$ cat src/rtl/uart_tx_responder.sv
// ---------------------------------------------------------------------------
// uart_tx_responder
//
// Memory-mapped UART transmitter that sits on the CPU data-memory bus as a
// responder. Software pushes bytes into a small TX FIFO through TXDATA; a
// bit-timing FSM pops them and serialises each one as start, 8 data bits
// (LSB first), optional parity, and stop.
//
// Register map (addr[3:2]):
//   0x0 TXDATA  W: push data_i[7:0] when any sel_i lane is set. Reads 0.
//   0x4 STATUS  R: bit4 ovf, bit3 busy, bit2 empty, bit1 full, bit0 0.
//               W: a 1 in bit4 clears ovf.
//   0x8 DIVISOR R/W [15:0], byte lanes via sel_i[1:0]. Bit period = DIVISOR+1.
//   0xC CTRL    R/W bit0 tx_en, bit1 irq_en (bit2 parity en, bit3 odd when
//               UART_TX_PARITY_EN is defined), written via sel_i[0].
//
// Ports:
//   clk     system clock
//   rst     synchronous active-high reset
//   ce_i    bus access enable
//   we_i    1 = write, 0 = read
//   addr_i  byte address; [31:4] window compare, [3:2] register select
//   sel_i   byte-lane enables, bit0 = data[7:0]
//   data_i  write data
//   data_o  combinational read data, zero unless a read hits this block
//   hit_o   ce_i and address inside this block's window
//   txd_o   registered serial output, idle high
//   irq_o   registered level interrupt: irq_en & empty & !busy
//
// Build options:
//   UART_TX_PARITY_EN   adds the PARITY state and CTRL[3:2]
//   UART_TX_IRQ_OVF_EN  lets a sticky overflow also raise irq_o
// ---------------------------------------------------------------------------
module uart_tx_responder #(
    parameter logic [31:0] BASE_ADDR  = 32'h2000_0000,
    parameter int          FIFO_DEPTH = 4,
    parameter logic [15:0] DIV_RESET  = 16'd433
) (
    input  logic        clk,
    input  logic        rst,
    input  logic        ce_i,
    input  logic        we_i,
    input  logic [31:0] addr_i,
    input  logic [3:0]  sel_i,
    input  logic [31:0] data_i,
    output logic [31:0] data_o,
    output logic        hit_o,
    output logic        txd_o,
    output logic        irq_o
);

    localparam int PW = $clog2(FIFO_DEPTH);
    localparam int CW = PW + 1;

    typedef enum logic [2:0] {
        S_IDLE,
        S_START,
        S_DATA,
        S_PARITY,
        S_STOP
    } state_t;

    // ---------------- bus decode ----------------
    logic       wr_en;
    logic       rd_en;
    logic [1:0] reg_sel;

    assign hit_o   = ce_i && (addr_i[31:4] == BASE_ADDR[31:4]);
    assign wr_en   = hit_o && we_i;
    assign rd_en   = hit_o && !we_i;
    assign reg_sel = addr_i[3:2];

    // ---------------- register storage ----------------
    logic [7:0]    fifo_mem_q [FIFO_DEPTH];
    logic [PW-1:0] wr_ptr_q, rd_ptr_q;
    logic [CW-1:0] count_q;
    logic          ovf_q, ovf_d;
    logic [15:0]   divisor_q, divisor_d;
    logic [3:0]    ctrl_q, ctrl_d;

    state_t        state_q, state_d;
    logic [15:0]   baud_q, baud_d;
    logic [15:0]   bit_div_q, bit_div_d;
    logic [2:0]    bit_q, bit_d;
    logic [7:0]    shift_q, shift_d;
    logic          par_bit_q, par_bit_d;
    logic          par_on_q, par_on_d;
    logic          txd_q, txd_d;
    logic          irq_q, irq_d;

    logic fifo_empty, fifo_full, busy;
    logic push_req, push, pop, ovf_set, bit_end;

    assign fifo_empty = (count_q == '0);
    assign fifo_full  = (count_q == CW'(FIFO_DEPTH));
    assign busy       = (state_q != S_IDLE);

    // The pop is the IDLE->START transition itself, so it is known in the same
    // cycle as any push and lets a push into a full FIFO through.
    assign pop      = (state_q == S_IDLE) && ctrl_q[0] && !fifo_empty;
    assign push_req = wr_en && (reg_sel == 2'd0) && (sel_i != 4'b0000);
    assign push     = push_req && (!fifo_full || pop);
    assign ovf_set  = push_req && !push;

    // ---------------- FIFO ----------------
    always_ff @(posedge clk) begin
        if (push) begin
            fifo_mem_q[wr_ptr_q] <= data_i[7:0];
        end
    end

    always_ff @(posedge clk) begin
        if (rst) begin
            wr_ptr_q <= '0;
            rd_ptr_q <= '0;
            count_q  <= '0;
        end else begin
            if (push) wr_ptr_q <= wr_ptr_q + PW'(1);
            if (pop)  rd_ptr_q <= rd_ptr_q + PW'(1);
            if (push && !pop)      count_q <= count_q + CW'(1);
            else if (pop && !push) count_q <= count_q - CW'(1);
        end
    end

    // ---------------- configuration registers ----------------
    genvar gi;
    generate
        for (gi = 0; gi < 2; gi++) begin : g_div_lane
            assign divisor_d[gi*8 +: 8] =
                (wr_en && (reg_sel == 2'd2) && sel_i[gi]) ? data_i[gi*8 +: 8]
                                                          : divisor_q[gi*8 +: 8];
        end
    endgenerate

    always_comb begin
        ctrl_d = ctrl_q;
        if (wr_en && (reg_sel == 2'd3) && sel_i[0]) begin
`ifdef UART_TX_PARITY_EN
            ctrl_d = data_i[3:0];
`else
            ctrl_d = {2'b00, data_i[1:0]};
`endif
        end
    end

    always_comb begin
        ovf_d = ovf_q;
        if (wr_en && (reg_sel == 2'd1) && data_i[4]) ovf_d = 1'b0;
        if (ovf_set)                                 ovf_d = 1'b1;
    end

    // ---------------- bit-timing FSM ----------------
    assign bit_end = (baud_q == bit_div_q);

    always_comb begin
        state_d   = state_q;
        baud_d    = baud_q;
        bit_div_d = bit_div_q;
        bit_d     = bit_q;
        shift_d   = shift_q;
        par_bit_d = par_bit_q;
        par_on_d  = par_on_q;

        if (state_q == S_IDLE) begin
            if (pop) begin
                state_d   = S_START;
                shift_d   = fifo_mem_q[rd_ptr_q];
                baud_d    = '0;
                bit_div_d = divisor_q;
                bit_d     = '0;
                // Parity config is captured per frame so a CTRL write
                // mid-frame cannot change the current frame's length.
                par_on_d  = ctrl_q[2];
                par_bit_d = (^fifo_mem_q[rd_ptr_q]) ^ ctrl_q[3];
            end
        end else if (bit_end) begin
            // Divisor is re-sampled at every bit boundary.
            baud_d    = '0;
            bit_div_d = divisor_q;
            unique case (state_q)
                S_START: state_d = S_DATA;
                S_DATA: begin
                    shift_d = shift_q >> 1;
                    if (bit_q == 3'd7) begin
`ifdef UART_TX_PARITY_EN
                        state_d = par_on_q ? S_PARITY : S_STOP;
`else
                        state_d = S_STOP;
`endif
                    end else begin
                        bit_d = bit_q + 3'd1;
                    end
                end
                S_PARITY: state_d = S_STOP;
                S_STOP:   state_d = S_IDLE;
                default:  state_d = S_IDLE;
            endcase
        end else begin
            baud_d = baud_q + 16'd1;
        end
    end

    // txd is derived from the next state so the line changes on the same edge
    // the FSM enters a bit.
    always_comb begin
        unique case (state_d)
            S_START:  txd_d = 1'b0;
            S_DATA:   txd_d = shift_d[0];
            S_PARITY: txd_d = par_bit_d;
            default:  txd_d = 1'b1;
        endcase
    end

`ifdef UART_TX_IRQ_OVF_EN
    assign irq_d = (ctrl_q[1] && fifo_empty && !busy) || ovf_q;
`else
    assign irq_d = ctrl_q[1] && fifo_empty && !busy;
`endif

    always_ff @(posedge clk) begin
        if (rst) begin
            state_q   <= S_IDLE;
            baud_q    <= '0;
            bit_div_q <= '0;
            bit_q     <= '0;
            shift_q   <= '0;
            par_bit_q <= 1'b0;
            par_on_q  <= 1'b0;
            txd_q     <= 1'b1;
            irq_q     <= 1'b0;
            ovf_q     <= 1'b0;
            divisor_q <= DIV_RESET;
            ctrl_q    <= '0;
        end else begin
            state_q   <= state_d;
            baud_q    <= baud_d;
            bit_div_q <= bit_div_d;
            bit_q     <= bit_d;
            shift_q   <= shift_d;
            par_bit_q <= par_bit_d;
            par_on_q  <= par_on_d;
            txd_q     <= txd_d;
            irq_q     <= irq_d;
            ovf_q     <= ovf_d;
            divisor_q <= divisor_d;
            ctrl_q    <= ctrl_d;
        end
    end

    assign txd_o = txd_q;
    assign irq_o = irq_q;

    // ---------------- read mux ----------------
    always_comb begin
        data_o = '0;
        if (rd_en) begin
            unique case (reg_sel)
                2'd1:    data_o[4:0]  = {ovf_q, busy, fifo_empty, fifo_full, 1'b0};
                2'd2:    data_o[15:0] = divisor_q;
                2'd3:    data_o[3:0]  = ctrl_q;
                default: data_o       = '0;
            endcase
        end
    end

    logic unused_bits;
    assign unused_bits = ^{addr_i[1:0], data_i[31:16]};

endmodule
$ cat config.mk
export PLATFORM = sky130hd
export DESIGN_NAME = uart_tx_responder
export DESIGN_NICKNAME = d
export VERILOG_FILES = /design/src/rtl/uart_tx_responder.sv
export SDC_FILE = /design/constraint.sdc
export NUM_CORES = 1
export LEC_CHECK = 0
export ABC_AREA = 1
export BUFFER_PORTS_ARGS = -buffer_cell sky130_fd_sc_hd__buf_4
export CAP_MARGIN = 20
export CORE_AREA = 2 2 111 113
export CTS_BUF_LIST = sky130_fd_sc_hd__clkbuf_8 sky130_fd_sc_hd__clkbuf_16
export CTS_CLUSTER_SIZE = 16
export DETAILED_ROUTE_END_ITERATION = 8
export DIE_AREA = 0 0 113 115
export PLACE_DENSITY = 0.87
export SYNTH_ARGS = -nofsm -noshare
export SYNTH_HDL_FRONTEND = slang
export SYNTH_SLANG_ARGS = --single-unit
$ cat constraint.sdc
create_clock -name clk -period 2.5 [get_ports clk]
set_input_delay 0.5 -clock clk [delete_from_list [all_inputs] [get_ports clk]]
set_output_delay 0.5 -clock clk [all_outputs]
set_load 0.02 [all_outputs]
# [After elaboration in Yosys (flattened, before gate mapping)]
# Memories as Yosys holds them, arrays and structs flattened. A register that Yosys moved wholly into a read port is not among the register bits.
# Index checks and enable logic that the tools add are counted.
[op_classes] n_addsub=6 n_eq_ne=15 muxes=35 reduce_logical=40
[ops] op="two-way mux 16 bit" count=7
[ops] op="two-way mux 3 bit" count=11
[ops] op="two-way mux 8 bit" count=4
[ops] op="equality test 28 x 26 -> 1 bit, second input constant" count=1
[ops] op="logical AND 1 bit" count=20
[ops] op="adder 16 x 1 -> 16 bit, second input constant" count=1
[ops] op="equality test 16 bit" count=1
[ops] op="equality test 3 x 2 -> 1 bit, second input constant" count=4
[ops] op="case mux 4 bit (3 select lines)" count=1
[ops] op="two-way mux 11 bit" count=1
[ops] op="case mux 3 bit (3 select lines)" count=1
[ops] op="nonzero test 2 bit" count=4
[ops] op="XOR reduction 8 bit" count=1
[ops] op="adder 3 x 1 -> 3 bit, second input constant" count=2
[ops] op="equality test 3 x 1 -> 1 bit, second input constant" count=2
[ops] op="equality test 3 bit, second input constant" count=2
[ops] op="zero test 1 bit" count=6
[ops] op="zero test 3 bit" count=2
[ops] op="two-way mux 1 bit" count=6
[ops] op="adder 2 x 1 -> 2 bit, second input constant" count=2
[ops] op="equality test 2 bit, second input constant" count=2
[ops] op="two-way mux 2 bit" count=2
[ops] op="!= test 2 bit, second input constant" count=2
[ops] op="AND reduction 4 bit" count=1
[ops] op="10 further kinds" count=10
[totals] regBits=75 ramBits=32 inputBits=72 out_inout_bits=35 word_cells=113 mem_count=1
[memory_table] memory="fifo_mem_q" words=4 width=8 rd=1 rd_ports_with_merged_regs=1 wr=1 line_no="74" source="logic [7:0] fifo_mem_q [FIFO_DEPTH];"

# [Logic depth before layout (Yosys ltp)]
[depth] depth_word=10 ltp_mapped=17 depth_no_buf=17

# [Worst setup path before layout]
# No wires, ideal clock.
[synth_path] kind="input -> register" from="input addr_i[11]" to="register count_q[2]" setup_time_ns=0.070 t_arrival_ns=2.564 required_ns=2.430 setup_slack_ns=-0.134 cell_stages=16 n_path_buf=0 cell_sequence="or2_1 -> nor3_2 -> nand3_1 -> nor2_4 -> nand2_4 -> clkinv_2 -> nand3_4 -> inv_1 -> ha_1 -> inv_1 -> fa_1 -> nor2_1 -> nor2_1 -> nand2_1 -> o21ai_0 -> a21oi_1"
[synth_via] elab_chain_cells=9 word_cells_on_any_way=11 classes_between="1 x eq/ne; 1 x mux; 9 x reduce/logical"
[synth_rtl] item="start: declaration" line_no="43" source="input logic [31:0] addr_i,"
[synth_rtl] item="equality test 28 x 26 -> 1 bit (*)" line_no="68" source="assign hit_o = ce_i && (addr_i[31:4] == BASE_ADDR[31:4]);"
[synth_rtl] item="logical AND 1 bit (*)" line_no="68"
[synth_rtl] item="named net hit_o" line_no="47" source="output logic hit_o,"
[synth_rtl] item="logical AND 1 bit (*)" line_no="69" source="assign wr_en = hit_o && we_i;"
[synth_rtl] item="logical AND 1 bit (*) (2 in series)" line_no="101" source="assign push_req = wr_en && (reg_sel == 2'd0) && (sel_i != 4'b0000);"
[synth_rtl] item="logical AND 1 bit (*)" line_no="102" source="assign push = push_req && (!fifo_full || pop);"
[synth_rtl] item="named net push" line_no="92" source="logic push_req, push, pop, ovf_set, bit_end;"
[synth_rtl] item="zero test 1 bit" line_no="121" source="else if (pop && !push) count_q <= count_q - CW'(1);"
[synth_rtl] item="logical AND 1 bit" line_no="121"
[synth_rtl] item="nonzero test 2 bit (no line)"
[synth_rtl] item="end signal: assignment" line_no="120" source="if (push && !pop) count_q <= count_q + CW'(1);"
[synth_rtl] item="end signal: assignment" line_no="121"
[synth_rtl] item="end: declaration" line_no="76" source="logic [CW-1:0] count_q;"
# Mark *: on every way through the listed nets, which the timed path passes. The rest lies on a longest branch.
# A chain may end at the register's enable or synchronous reset.

# [Final worst setup path]
[layout_path] from="input addr_i[13]" to="output data_o[1]"
[layout_via] elab_chain_cells=4
[layout_rtl] item="equality test 28 x 26 -> 1 bit" line_no="68"
[layout_rtl] item="logical AND 1 bit" line_no="68"
[layout_rtl] item="logical AND 1 bit" line_no="70" source="assign rd_en = hit_o && !we_i;"
[layout_rtl] item="two-way mux 16 bit" line_no="256" source="if (rd_en) begin"
[layout_rtl] item="end: declaration" line_no="46" source="output logic [31:0] data_o,"
# No other way between the ends.

==> reports/qor.txt <==
Total clock sinks: 109
Layout cells sized above 1: 20.2%
Worst path slowest cell: or2_4
Leakage power total: 3.00 nW
Yosys cell types: 49
Top cell type's share of synthesized area: 26.4%
GRT Total Usage: 20.4%
Largest net degree at the start of global routing: 37
Period Utilization, post-route: 96.4%
RSZ-0062 raised after global routing: false
Cell accounting for the most synthesized area: dfxtp_1
VDD IR-drop max: 277 uV
Starting DRT DRC Count: 318
Core Util, Final: 58.1%
Root Driver: clkbuf_16
I/O pins: 107
Design area: 0.00687 sq mm
Internal: 2.60 mW
Critical path launch point: addr_i[13]
Total Routed Length: 13200 microns
Hold buffers post-CTS: 0
CP Data Required Time: 2000 ps
Worst-Skew Late Latency: 360 ps
Final worst slack: 89.1 ps
Num rows: 40
Gp weighted congestion: 0.883
Slowest cell delay on critical path: 280 ps
Violated checks: DRC
Vias per cell: 5.19
Worst EP arrival: 1910 ps
Synth Instances: 769
Dpl hpwl: 9240 microns
Worst clock skew: 16.9 ps
Starting density of the core: 49.4%
Global-route wire length before repair: 21500 microns
DR WL/cell: 13.2 microns
PwrDens: 499 mW/mm^2
Initial antenna violation count: 0
# port buffers: 72
Minimum clock period: 2410 ps
Synthesis-stage register bit count: 109
Flop2flop setup slack: 310 ps
Setup CP Type: input pin to output port
DRC: 3
Logic gate share of total power: 4.5%
Startpoint types: input pin
DIE WIDTH: 113 microns
Tot Pwr: 3.43 mW
Dpl cells: 981
CP Capture Type: output port
Routed vias: 5183
Slew Viols, Final: 0
Setup WS pre-CTS: -71.7 ps
Total die area: 0.0130 sq mm
Total iterations of the first detailed-routing run: 7
Largest cells by area after synthesis: dfxtp_1 26%, edfxtp_1 16%, nand2_1 16%, nor2_1 5.7%, inv_1 4.5%
Status: finished, violations left
Switching Power: 826 uW
Vias in the first global route: 4826
Post-detailed-route count of antenna-violating nets: 0
Cell Area, Placed: 0.00652 sq mm
Setup TNS: 0 ps
Clock power share: 42.5%
Yosys warns: 0
CP max FO: 4
Post-Syn Area: 0.00584 sq mm
Number of synthesized flops with an enable pin: 32
Reg power frac: 52.9%
Seq/Total Area, Yosys: 42.8%
Nets: 933
Max-cap violations: 0
Hold_ws: 343 ps
Hold Startpoint: data_i[1]
Clock Path Buffers: 2
Clock transition at path regs: 90 ps
Ant diodes: 0
Ys async rst share: 0%
CTS Buf Count: 9
Launching point of the worst reg2reg path: state_q[1]$_SDFF_PP0_
Critical Path, Cell by Cell: buf_4 -> or2_1 -> nor3_2 -> nand3_2 -> nor2_4 -> nand2_2 -> or2_4 -> a31oi_4 -> buf_6
Final Setup Violations: 0
HP Class: input pin to flop
Area Growth Syn to Fin: 17.6%
Most frequent cells in the layout: 248 x nand2_1, 89 x nor2_1, 88 x buf_4
Final Hold Fails: 0
Sw frac: 24.1%
H-tree levels: 3
Maximum clock rate: 0.415 GHz
Non-Filler Instances: 999
Syn avg cell area: 7.60 sq um
CTS tree: built
Commonest non-fill, non-tap cell in the layout: nand2_1
Area of the core: 0.0118 sq mm
Chip height: 115 microns
Total gr overflow: 0
Top_reg_cell synth: dfxtp_1
-- worst max-delay path, delay by kind of cell --
kind | cells | cell delay (ps)
buf+inv | 2 | 240
compound gates | 1 | 150
simple gates | 6 | 1010
-- state kept, by name, indices dropped and copies added (netlist names), 2 cells and up, named ones only --
register and cells:
bit_q 3, bit_div_q 16, shift_q 8, count_q 3, rd_ptr_q 2, ctrl_q 2, fifo_mem_q 32, wr_ptr_q 2
state_q 3, baud_q 16, divisor_q 16
-- final timing paths --
check	cells after the start	end
hold / removal	1	fifo_mem_q[3][1]$_DFFE_PP_
setup / recovery	9	data_o[1]
hold reg to reg	2	shift_q[7]$_SDFFE_PP0P_
setup reg to reg	15	count_q[2]$_SDFFE_PP0P_
-- final cells by class --
class | instances | area [sq um]
well taps | 147 | 184
multi-input cells | 550 | 2850
repair buffers | 89 | 672
clock inverters | 7 | 88.8
clock buffers | 9 | 225
flip-flops and latches | 109 | 2500
fillers | 977 | 4940
inverters | 88 | 343
-- power by group through the flow --
stage               combinational (mW)  clock, mW  sequential, mW
detailed placement               0.153          0            1.86
global placement                 0.150          0            1.86
CTS                              0.154       1.47            1.81
floorplan                       0.0849          0            1.86
finish                           0.155       1.46            1.81
global route                     0.168       1.53            1.81
-- cell usage after synthesis, types with 2 or more instances --
cell	number
a211oi_2	16
a21oi_1	29
a21oi_2	3
a22oi_1	2
buf_2	6
buf_4	20
buf_6	2
clkbuf_1	8
dfxtp_1	77
edfxtp_1	32
ha_1	13
inv_1	70
inv_2	13
inv_4	3
nand2_1	248
nand2_2	4
nand2_4	2
nand2_8	3
nand3_1	33
nand3_4	2
nand4_1	5
nor2_1	89
nor2_4	6
nor2_8	2
nor3_1	6
nor3b_1	3
nor4_1	3
o21a_1	5
o21ai_0	21
o21ai_1	16
o22ai_1	3
or2_1	5
or2_4	2
xor2_1	2
-- per-layer routing --
metal	share of wire (%)	routed length, microns	global-route usage [%]
met1	41	5460	24.3
met3	5.9	780	2.90
met2	50	6610	35.9
met4	2.7	362	10.7
met5	0	0	0
-- timing repair --
action / CTS / global route
resized for setup: 0 / 4
endpoints found under the setup margin: 0 / 13
setup buffers: 0 / 2
-- logic make-up after synthesis --
family / share of synthesized area (%)
xor+xnor: 0.300
fa+ha+maj: 3.13
compound gates: 11.6
buf+inv: 9.85
simple gates: 32.2
flops: 42.8
other cells: 0.0642
(Power assumes the default switching activity.)
